File: config.mk
export PLATFORM = sky130hd
export DESIGN_NAME = velo_scanout_flat
export DESIGN_NICKNAME = d
export VERILOG_FILES = /design/src/rtl/velo_pkg.sv /design/src/rtl/velo_scanout_if.sv /design/src/rtl/velo_video_timing.sv /design/src/rtl/velo_scanout.sv /design/src/flat_wrapper.sv
export SDC_FILE = /design/constraint.sdc
export NUM_CORES = 1
export LEC_CHECK = 0
export CORE_MARGIN = 3
export CORE_UTILIZATION = 25
export DETAILED_ROUTE_END_ITERATION = 7
export HOLD_SLACK_MARGIN = 0.05
export SLEW_MARGIN = 30
export SYNTH_ARGS = -nofsm -noshare
export SYNTH_HDL_FRONTEND = slang
export SYNTH_SLANG_ARGS = --single-unit
File: constraint.sdc
create_clock -name pix_clk -period 1.84 [get_ports pix_clk]
set_input_delay 0.276 -clock pix_clk [delete_from_list [all_inputs] [get_ports pix_clk]]
set_output_delay 0.276 -clock pix_clk [all_outputs]
set_load 0.02 [all_outputs]
File: src/rtl/velo_pkg.sv
// velo_pkg: shared constants and types for the velo capture/scanout pair.
//   - 640x480@60 timing constants and their totals
//   - framebuffer geometry (source lines, words per line, address width)
//   - vid_timing_t bundles one timing geometry so blocks can be parameterised
//     as a unit; vid_ctl_t is the per-pixel control word carried down the
//     scanout pipeline.
package velo_pkg;

  localparam int unsigned H_ACTIVE = 640;
  localparam int unsigned H_FP     = 16;
  localparam int unsigned H_SYNC   = 96;
  localparam int unsigned H_BP     = 48;
  localparam int unsigned H_TOTAL  = H_ACTIVE + H_FP + H_SYNC + H_BP;  // 800

  localparam int unsigned V_ACTIVE = 480;
  localparam int unsigned V_FP     = 10;
  localparam int unsigned V_SYNC   = 2;
  localparam int unsigned V_BP     = 33;
  localparam int unsigned V_TOTAL  = V_ACTIVE + V_FP + V_SYNC + V_BP;  // 525

  localparam int unsigned SRC_LINES      = 240;
  localparam int unsigned WORDS_PER_LINE = H_ACTIVE / 4;               // 160
  localparam int unsigned FB_AW          = 19;
  localparam int unsigned PIX_W          = 4;

  // Counter width: wide enough for both 800 and 525.
  localparam int unsigned CNT_W = 10;

  localparam logic [23:0] RGB_LIT = 24'hFFFFFF;
  localparam logic [23:0] RGB_OFF = 24'h000000;

  typedef logic [PIX_W-1:0] pix_word_t;

  typedef struct packed {
    int unsigned h_active;
    int unsigned h_fp;
    int unsigned h_sync;
    int unsigned h_bp;
    int unsigned v_active;
    int unsigned v_fp;
    int unsigned v_sync;
    int unsigned v_bp;
    int unsigned words_per_line;
  } vid_timing_t;

  localparam vid_timing_t VGA_640X480 = '{
    h_active: H_ACTIVE, h_fp: H_FP, h_sync: H_SYNC, h_bp: H_BP,
    v_active: V_ACTIVE, v_fp: V_FP, v_sync: V_SYNC, v_bp: V_BP,
    words_per_line: WORDS_PER_LINE
  };

  // Control bits that travel alongside the pixel data.
  typedef struct packed {
    logic de;
    logic hsync;   // active-low
    logic vsync;   // active-low
    logic fstart;
  } vid_ctl_t;

  localparam vid_ctl_t CTL_IDLE = '{de: 1'b0, hsync: 1'b1, vsync: 1'b1, fstart: 1'b0};

  function automatic int unsigned h_total(input vid_timing_t t);
    return t.h_active + t.h_fp + t.h_sync + t.h_bp;
  endfunction

  function automatic int unsigned v_total(input vid_timing_t t);
    return t.v_active + t.v_fp + t.v_sync + t.v_bp;
  endfunction

endpackage

File: src/rtl/velo_scanout_if.sv
// velo_scanout_if: framebuffer read port plus video-encoder output bundle.
//   master : scanout side (drives read strobe/address and video outputs)
//   slave  : BRAM/encoder side (returns read data one clock after fb_rd_en)
interface velo_scanout_if;
  import velo_pkg::*;

  logic             fb_rd_en;
  logic [FB_AW-1:0] fb_rd_addr;
  pix_word_t        fb_rd_data;
  logic             out_hsync;
  logic             out_vsync;
  logic             out_de;
  logic [23:0]      out_rgb;
  logic             frame_start;

  modport master (
    output fb_rd_en, fb_rd_addr,
    output out_hsync, out_vsync, out_de, out_rgb, frame_start,
    input  fb_rd_data
  );

  modport slave (
    input  fb_rd_en, fb_rd_addr,
    input  out_hsync, out_vsync, out_de, out_rgb, frame_start,
    output fb_rd_data
  );
endinterface

File: src/rtl/velo_video_timing.sv
// velo_video_timing: free-running h/v raster counters and T0 region decode.
//   pix_clk, rst_n   : clock, async active-low reset (counters -> 0,0)
//   o_h_cnt/o_v_cnt  : current raster position
//   o_active         : inside the visible window
//   o_hsync/o_vsync  : active-low syncs for this position
//   o_frame_first    : position (0,0)
//   o_line_end       : last clock of a line; o_frame_end: last clock of a frame
// All outputs are combinational decodes of the counter registers.
module velo_video_timing
  import velo_pkg::*;
#(
  parameter vid_timing_t TIMING = VGA_640X480
) (
  input  logic             pix_clk,
  input  logic             rst_n,
  output logic [CNT_W-1:0] o_h_cnt,
  output logic [CNT_W-1:0] o_v_cnt,
  output logic             o_active,
  output logic             o_hsync,
  output logic             o_vsync,
  output logic             o_frame_first,
  output logic             o_line_end,
  output logic             o_frame_end
);

  localparam int unsigned H_TOT  = h_total(TIMING);
  localparam int unsigned V_TOT  = v_total(TIMING);
  localparam int unsigned HS_BEG = TIMING.h_active + TIMING.h_fp;
  localparam int unsigned HS_END = HS_BEG + TIMING.h_sync;
  localparam int unsigned VS_BEG = TIMING.v_active + TIMING.v_fp;
  localparam int unsigned VS_END = VS_BEG + TIMING.v_sync;

  logic [CNT_W-1:0] r_h_cnt, r_v_cnt;
  logic             w_line_end, w_frame_end;

  assign w_line_end  = (r_h_cnt == CNT_W'(H_TOT - 1));
  assign w_frame_end = w_line_end && (r_v_cnt == CNT_W'(V_TOT - 1));

  always_ff @(posedge pix_clk or negedge rst_n) begin
    if (!rst_n) begin
      r_h_cnt <= '0;
      r_v_cnt <= '0;
    end else if (w_line_end) begin
      r_h_cnt <= '0;
      r_v_cnt <= w_frame_end ? '0 : r_v_cnt + 1'b1;
    end else begin
      r_h_cnt <= r_h_cnt + 1'b1;
    end
  end

  assign o_h_cnt       = r_h_cnt;
  assign o_v_cnt       = r_v_cnt;
  assign o_active      = (r_h_cnt < CNT_W'(TIMING.h_active)) &&
                         (r_v_cnt < CNT_W'(TIMING.v_active));
  assign o_hsync       = !((r_h_cnt >= CNT_W'(HS_BEG)) && (r_h_cnt < CNT_W'(HS_END)));
  assign o_vsync       = !((r_v_cnt >= CNT_W'(VS_BEG)) && (r_v_cnt < CNT_W'(VS_END)));
  assign o_frame_first = (r_h_cnt == '0) && (r_v_cnt == '0);
  assign o_line_end    = w_line_end;
  assign o_frame_end   = w_frame_end;

endmodule

File: src/rtl/velo_scanout.sv
// velo_scanout: reads the 4-bit packed mono framebuffer and produces
// line-doubled 640x480 video for the encoder.
//   pix_clk : pixel clock (only clock)
//   rst_n   : async active-low reset
//   bus     : velo_scanout_if.master -- fb_rd_en/fb_rd_addr out, fb_rd_data in
//             (1-clock BRAM latency), out_hsync/out_vsync/out_de/out_rgb/
//             frame_start out.
// Pipeline: T0 counters + fetch, T1 BRAM data/unpack, T2 output registers.
// Outputs therefore trail the raster counters by exactly 2 clocks.
module velo_scanout
  import velo_pkg::*;
#(
  parameter vid_timing_t TIMING = VGA_640X480
) (
  input  logic            pix_clk,
  input  logic            rst_n,
  velo_scanout_if.master  bus
);

  logic [CNT_W-1:0] w_h_cnt, w_v_cnt;
  logic             w_active, w_hsync, w_vsync, w_frame_first;
  logic             w_line_end, w_frame_end, w_fetch;
  vid_ctl_t         w_ctl_t0, r_ctl_t1, r_ctl_t2;
  logic             r_fetch_t1;
  pix_word_t        r_shift, w_word_t1;
  logic [FB_AW-1:0] r_line_base;
  logic [23:0]      r_rgb;

  velo_video_timing #(.TIMING(TIMING)) u_timing (
    .pix_clk       (pix_clk),
    .rst_n         (rst_n),
    .o_h_cnt       (w_h_cnt),
    .o_v_cnt       (w_v_cnt),
    .o_active      (w_active),
    .o_hsync       (w_hsync),
    .o_vsync       (w_vsync),
    .o_frame_first (w_frame_first),
    .o_line_end    (w_line_end),
    .o_frame_end   (w_frame_end)
  );

  // One read per 4-pixel word. rst_n gates the strobe so no read escapes
  // while reset is held (the counters sit at the first visible pixel).
  assign w_fetch        = rst_n & w_active & (w_h_cnt[1:0] == 2'b00);
  assign bus.fb_rd_en   = w_fetch;
  assign bus.fb_rd_addr = r_line_base + FB_AW'(w_h_cnt[CNT_W-1:2]);

  assign w_ctl_t0 = '{de: w_active, hsync: w_hsync, vsync: w_vsync, fstart: w_frame_first};

  // T1 word: fresh BRAM data on the cycle after a fetch, otherwise the
  // shifted remainder. fb_rd_data is only looked at when a read was issued,
  // so undriven/X data on idle cycles never reaches the pixel path.
  // MSB is the current pixel; the register holds the already-shifted word.
  assign w_word_t1 = r_fetch_t1 ? bus.fb_rd_data : r_shift;

  always_ff @(posedge pix_clk or negedge rst_n) begin
    if (!rst_n) begin
      r_ctl_t1    <= CTL_IDLE;
      r_ctl_t2    <= CTL_IDLE;
      r_fetch_t1  <= 1'b0;
      r_shift     <= '0;
      r_rgb       <= RGB_OFF;
      r_line_base <= '0;
    end else begin
      r_ctl_t1   <= w_ctl_t0;
      r_ctl_t2   <= r_ctl_t1;
      r_fetch_t1 <= w_fetch;
      r_shift    <= w_word_t1 << 1;
      r_rgb      <= (r_ctl_t1.de && w_word_t1[PIX_W-1]) ? RGB_LIT : RGB_OFF;
      // Advance the source line after every second visible output line so
      // each source line is scanned twice.
      if (w_frame_end)
        r_line_base <= '0;
      else if (w_line_end && (w_v_cnt < CNT_W'(TIMING.v_active)) && w_v_cnt[0])
        r_line_base <= r_line_base + FB_AW'(TIMING.words_per_line);
    end
  end

  assign bus.out_de      = r_ctl_t2.de;
  assign bus.out_hsync   = r_ctl_t2.hsync;
  assign bus.out_vsync   = r_ctl_t2.vsync;
  assign bus.frame_start = r_ctl_t2.fstart;
  assign bus.out_rgb     = r_rgb;

endmodule

File: src/flat_wrapper.sv
// flat-port wrapper written by rule: the top's interface ports become plain ports
module velo_scanout_flat import velo_pkg::*;
#(
  parameter vid_timing_t TIMING = VGA_640X480
)
  (pix_clk, rst_n, bus_fb_rd_en, bus_fb_rd_addr, bus_out_hsync, bus_out_vsync, bus_out_de, bus_out_rgb, bus_frame_start, bus_fb_rd_data);
  velo_scanout_if bus_i ();
  input  logic pix_clk;
  input  logic rst_n;
  output wire logic [$bits(bus_i.fb_rd_en)-1:0] bus_fb_rd_en;
  output wire logic [$bits(bus_i.fb_rd_addr)-1:0] bus_fb_rd_addr;
  output wire logic [$bits(bus_i.out_hsync)-1:0] bus_out_hsync;
  output wire logic [$bits(bus_i.out_vsync)-1:0] bus_out_vsync;
  output wire logic [$bits(bus_i.out_de)-1:0] bus_out_de;
  output wire logic [$bits(bus_i.out_rgb)-1:0] bus_out_rgb;
  output wire logic [$bits(bus_i.frame_start)-1:0] bus_frame_start;
  input wire logic [$bits(bus_i.fb_rd_data)-1:0] bus_fb_rd_data;
  assign bus_fb_rd_en = bus_i.fb_rd_en;
  assign bus_fb_rd_addr = bus_i.fb_rd_addr;
  assign bus_out_hsync = bus_i.out_hsync;
  assign bus_out_vsync = bus_i.out_vsync;
  assign bus_out_de = bus_i.out_de;
  assign bus_out_rgb = bus_i.out_rgb;
  assign bus_frame_start = bus_i.frame_start;
  assign bus_i.fb_rd_data = bus_fb_rd_data;
  velo_scanout #(.TIMING(TIMING)) u_core (.pix_clk(pix_clk), .rst_n(rst_n), .bus(bus_i));
endmodule
# Yosys cells after proc, flatten, opt, wreduce, memory -nomap -nowiden
# Cells that the tools add are included.
[word_totals] register_bits=75 latch_bits=0 ramBits=0 mem_bits_ro=0 out_inout_bits=48 word_cells=48 memories=0
[op_classes] n_addsub=4 n_mul=0 div_mod_pow=0 order_cmp=6 eq_ne=2 shifts=0 mux=6 n_bitwise=2 n_reduce_logical=14
[ops] operator="19-bit 2-to-1 mux" count=2
[ops] operator="24-bit 2-to-1 mux" count=1
[ops] operator="10-bit by 1-bit adder with 10-bit output (second input constant)" count=2
[ops] operator="10-bit equality test (second input constant)" count=2
[ops] operator="10-bit logical NOT" count=2
[ops] operator="10-bit less-than comparator (second input constant)" count=2
[ops] operator="10-bit by 9-bit less-than comparator with 1-bit output (second input constant)" count=2
[ops] operator="10-bit 2-to-1 mux" count=2
[ops] operator="19-bit by 8-bit adder with 19-bit output" count=1
[ops] operator="19-bit by 8-bit adder with 19-bit output (second input constant)" count=1
[ops] operator="10-bit greater-or-equal comparator (second input constant)" count=1
[ops] operator="10-bit by 9-bit greater-or-equal comparator with 1-bit output (second input constant)" count=1
[ops] operator="1-bit logical AND" count=8
[ops] operator="4-bit 2-to-1 mux" count=1
[ops] operator="1-bit AND" count=2
[ops] operator="1-bit logical NOT" count=2
[ops] operator="2-bit logical NOT" count=1
[ops] operator="2-bit nonzero test" count=1

# Depth between registers and ports, before layout
[logic_depth] ltp_word=5 mapped_depth=8 ltp_nobuf=7

# By module
# From an unflattened synthesis, not the netlist that was laid out.
[unflattened] cells_unflattened=280 area_unflattened_um2=2762.6
[modules_own_cells] mod="velo_scanout" instances=1 cells_each=157 area_each_um2=1582.8 seq_area_each_um2=680.7
[modules_own_cells] mod="velo_video_timing" instances=1 cells_each=123 area_each_um2=1179.9 seq_area_each_um2=500.5

# Worst setup path before layout
# OpenSTA, ideal clock, no wires.
[synth_path] kind="flip-flop to output port" from="register u_core.u_timing.r_h_cnt[8] (netlist: u_core.u_timing.o_h_cnt[8])" to="output port bus_fb_rd_addr[12]" t_arrival_ps=1922 path_slack_ps=-358 path_stages_with_launch=7 path_buffers=0 cell_sequence="dfrtp_1 -> ha_1 -> a21oi_1 -> nor2b_1 -> o21bai_1 -> nor2_1 -> xor2_1"
[synth_between] elab_chain_cells=1
[synth_rtl] item="start, declared" line_no="velo_video_timing.sv:33" rtl="logic [CNT_W-1:0] r_h_cnt, r_v_cnt;"
[synth_rtl] item="start signal, assigned" line_no="velo_video_timing.sv:47" rtl="r_h_cnt <= r_h_cnt + 1'b1;"
[synth_rtl] item="19-bit by 8-bit adder with 19-bit output" line_no="velo_scanout.sv:46" rtl="assign bus.fb_rd_addr = r_line_base + FB_AW'(w_h_cnt[CNT_W-1:2]);"
[synth_rtl] item="end, declared" line_no="flat_wrapper.sv:11" rtl="output wire logic [$bits(bus_i.fb_rd_addr)-1:0] bus_fb_rd_addr;"
# Every way passes these cells.

# Final worst setup path
[layout_path] from="register u_core.u_timing.r_h_cnt[8] (netlist: u_core.u_timing.o_h_cnt[8])" to="output port bus_fb_rd_addr[11]"
# Same word-level chain as after synthesis.

==> flow_metrics.env <==
export IMPL_synthArstFlopShare_pct=100
export IMPL_grtUsageTotal_pct=12.3
export IMPL_relSlewSlack_pct=59.9
export IMPL_drc=0
export IMPL_routed_wl_mm=6.99
export IMPL_stdcell_count=518
export IMPL_tightest_slew_ns=0.601
export IMPL_clock_path_buffers=2
export IMPL_die_w_um=109
export IMPL_die_h_um=109
export IMPL_p_leak_nw=2.33
export IMPL_powerDensity_mw_per_mm2=438
export IMPL_grt_max_degree=48
export IMPL_ant_nets=0
export IMPL_max_freq_mhz=452
export IMPL_viasPerCell=4.48
export IMPL_initialDrtViolationCount=70
export IMPL_ioPinCount=54
export IMPL_area_delta_synth_final_pct=70.4
export IMPL_muxShareOfSynthArea_pct=1.59
export IMPL_cp_data_required_time_ns=1.56
export IMPL_violations="setup timing"
export IMPL_syn_inst=270
export IMPL_ys_warn_count=0
export IMPL_synth_seq_cells=47
export IMPL_finalSetupViolCount=38
export IMPL_startpoint_type="register"
export IMPL_setup_ws_ns=-0.371
export IMPL_maxSlewViolCount=0
export IMPL_rsz0062_at_grt="true"
export IMPL_start_util_pct=25.8
export IMPL_synth_cell_types=41
export IMPL_rows=37
export IMPL_status="finished, violations left"
export IMPL_die_area_mm2=0.0120
export IMPL_fillers=982
export IMPL_antenna_found_initial=0
export IMPL_synth_top_family_by_area="simple AND/OR/NAND/NOR gates"
export IMPL_yosys_area_top_type="dfrtp_1"
export IMPL_cp_arrival_ns=1.94
export IMPL_yosysSeqAreaShare_pct=44.2
export IMPL_synth_compound_area_share_pct=5.43
export IMPL_io_buffers=53
export IMPL_placed_cells=490
export IMPL_grt_overflow=0
export IMPL_final_common_cell="buf_4"
export IMPL_synth_main_ff_cell="dfrtp_1"
export IMPL_path_clk_slew_ns=0.10
export IMPL_hold_violations=0
export IMPL_synth_top_area_share_pct=40.2
export IMPL_cts_buffers=5
export IMPL_tritoncts="built"
export IMPL_design_core_area_mm2=0.0104
export IMPL_clock_latency_ns=0.31
export IMPL_vias=2319
export IMPL_critPathKind="register to primary output"
export IMPL_end_kind="primary output"
export IMPL_synth_xor_area_share_pct=11.5
export IMPL_first_pass_iters=4
export IMPL_fin_crit_ns=2.21
export IMPL_postCtsHoldBufs=0
export IMPL_vdd_drop_max_mv=0.286
export IMPL_syn_num_nets=285
export IMPL_nets=396
export IMPL_final_cell_mix="73 x buf_4, 43 x dfrtp_1, 21 x buf_6"
export IMPL_synth_simple_area_share_pct=22.6
export IMPL_grt_pass1_vias=2393
export IMPL_synth_adder_area_share_pct=4.21
export IMPL_fin_tns_setup_ns=-8.80
export IMPL_hp_class="primary input to async pin"
export IMPL_num_antenna_cells=0
export IMPL_drive_above_1_share_pct=48.2
export IMPL_ys_top_cells_by_area="dfrtp_1 40%, buf_4 7.3%, xnor2_1 6.6%"
export IMPL_skew_ns=0.00804
export IMPL_wl_per_cell_um=13.5
export IMPL_hpwl_mm=4.69
export IMPL_grt_first_pass_wirelength_mm=11.6
export IMPL_syn_area_mm2=0.00267
export IMPL_syn_mean_instance_area_um2=9.90
export IMPL_htreeDepth=2
export IMPL_min_period_over_period_pct=120
export IMPL_cp_max_fo=4
export IMPL_drv_cap=0
export IMPL_totalPowerFinal_mw=1.99
export IMPL_place_gp_congestion=0.810
export IMPL_cts_root_buf="clkbuf_8"
export IMPL_synth_edf_count=0
export IMPL_clock_sinks=47
-- sequential cells by signal (all words and copies together) (netlist names) --
register                 flops
u_core.bus.out_vsync         1
u_core.r_fetch_t1            1
u_core.bus.frame_start       1
u_core.bus.out_rgb           1
u_core.r_line_base          14
u_core.bus.out_hsync         1
u_core.bus.out_de            1
u_core.r_ctl_t1              4
u_core.u_timing.o_h_cnt     10
u_core.r_shift               3
u_core.u_timing.o_v_cnt     10
-- layout make-up --
cell class / instances / area, um2 / area share, %
multi-input combinational: 179 / 1670 / 36.6
timing repair buffer: 142 / 1390 / 30.5
sequential: 47 / 1180 / 25.9
tap: 136 / 170 / 3.74
clock buffer: 6 / 82.6 / 1.81
clock inverter: 2 / 38.8 / 0.851
inverter: 6 / 22.5 / 0.494
-- cell usage after synthesis, types with 3 or more instances --
| cell type | count |
|---|---|
| and2_1 | 4 |
| inv_1 | 6 |
| clkbuf_1 | 8 |
| and3_1 | 4 |
| nor2b_1 | 3 |
| ha_1 | 9 |
| or3_1 | 3 |
| nand2b_1 | 4 |
| nand4_1 | 5 |
| dfstp_2 | 4 |
| dfrtp_1 | 43 |
| nor3_1 | 7 |
| nor4_2 | 5 |
| nor2_2 | 4 |
| nand3_1 | 8 |
| a21oi_1 | 3 |
| nor2_1 | 24 |
| or4_1 | 3 |
| o31ai_1 | 4 |
| xnor2_1 | 20 |
| nand2_1 | 20 |
| xor2_1 | 15 |
| buf_4 | 26 |
| nor4_1 | 5 |
| o21ai_0 | 10 |
-- metal layers --
metal	vias up	track usage, %	routed length, um
li1	1115	-	-
met5	-	0	0
met2	58	22.4	3690
met4	0	3.29	79
met3	7	2.41	364
met1	1139	14.8	2860
-- path summary, 6_finish.rpt --
kind                                       startpoint                    endpoint  slack, ns  depth (start not counted)
min                                             rst_n  u_core.u_timing.o_v_cnt[1]       0.12                          2
max reg2reg                u_core.u_timing.o_h_cnt[8]      u_core.r_line_base[14]      -0.29                         10
min in group pix_clk                            rst_n           u_core.r_fetch_t1       0.29                          2
max                        u_core.u_timing.o_h_cnt[8]          bus_fb_rd_addr[11]      -0.37                          8
max in group asynchronous                       rst_n  u_core.u_timing.o_h_cnt[5]       1.31                          2
min reg2reg                        u_core.r_ctl_t1[2]        u_core.bus.out_hsync       0.35                          0
-- logic make-up after synthesis --
family | Yosys count
AOI/OAI and AO/OA | 24
adders and majority gates | 9
and+or+nand+nor | 107
DFF | 47
buffers and inverters | 44
muxes | 4
xor gates and xnor gates | 35
-- power breakdown --
group | internal [mW] | leakage, nW | switching (mW)
combinational | 0.0551 | 1.66 | 0.0728
clock | 0.448 | 0.0618 | 0.381
sequential | 1.03 | 0.615 | 0.00163
total | 1.54 | 2.33 | 0.456
-- worst max-delay path, cell delays in order, from the launching register on --
cell and delay, ns:
dfrtp_1 0.43, ha_4 0.27, a21oi_4 0.17, nor2b_4 0.06, o21bai_4 0.19, clkbuf_16 0.19, nor2_2 0.04, xor2_2 0.14
buf_6 0.13
-- what timing repair did --
action | in CTS | in global routing
endpoints found under the setup margin | 38 | 63
pin swaps | 34 | 22
cloned | 2 | 1
resized for setup | 154 | 27
buffers inserted | 24 | 3
-- through the flow --
step	utilization (%)	hold WS [ns]	worst slack [ns]	instance area, um2
2_1_floorplan	-	-0.0196	-0.0535	2830
3_3_place_gp	36.7	0.334	-0.508	3810
3_5_place_dp	36.7	0.337	-0.581	3810
4_1_cts	42.7	0.158	-0.376	4430
5_1_grt	43.9	0.182	-0.452	4560
6_report	43.9	0.120	-0.371	4560
Power figures use the tool's default switching activity.
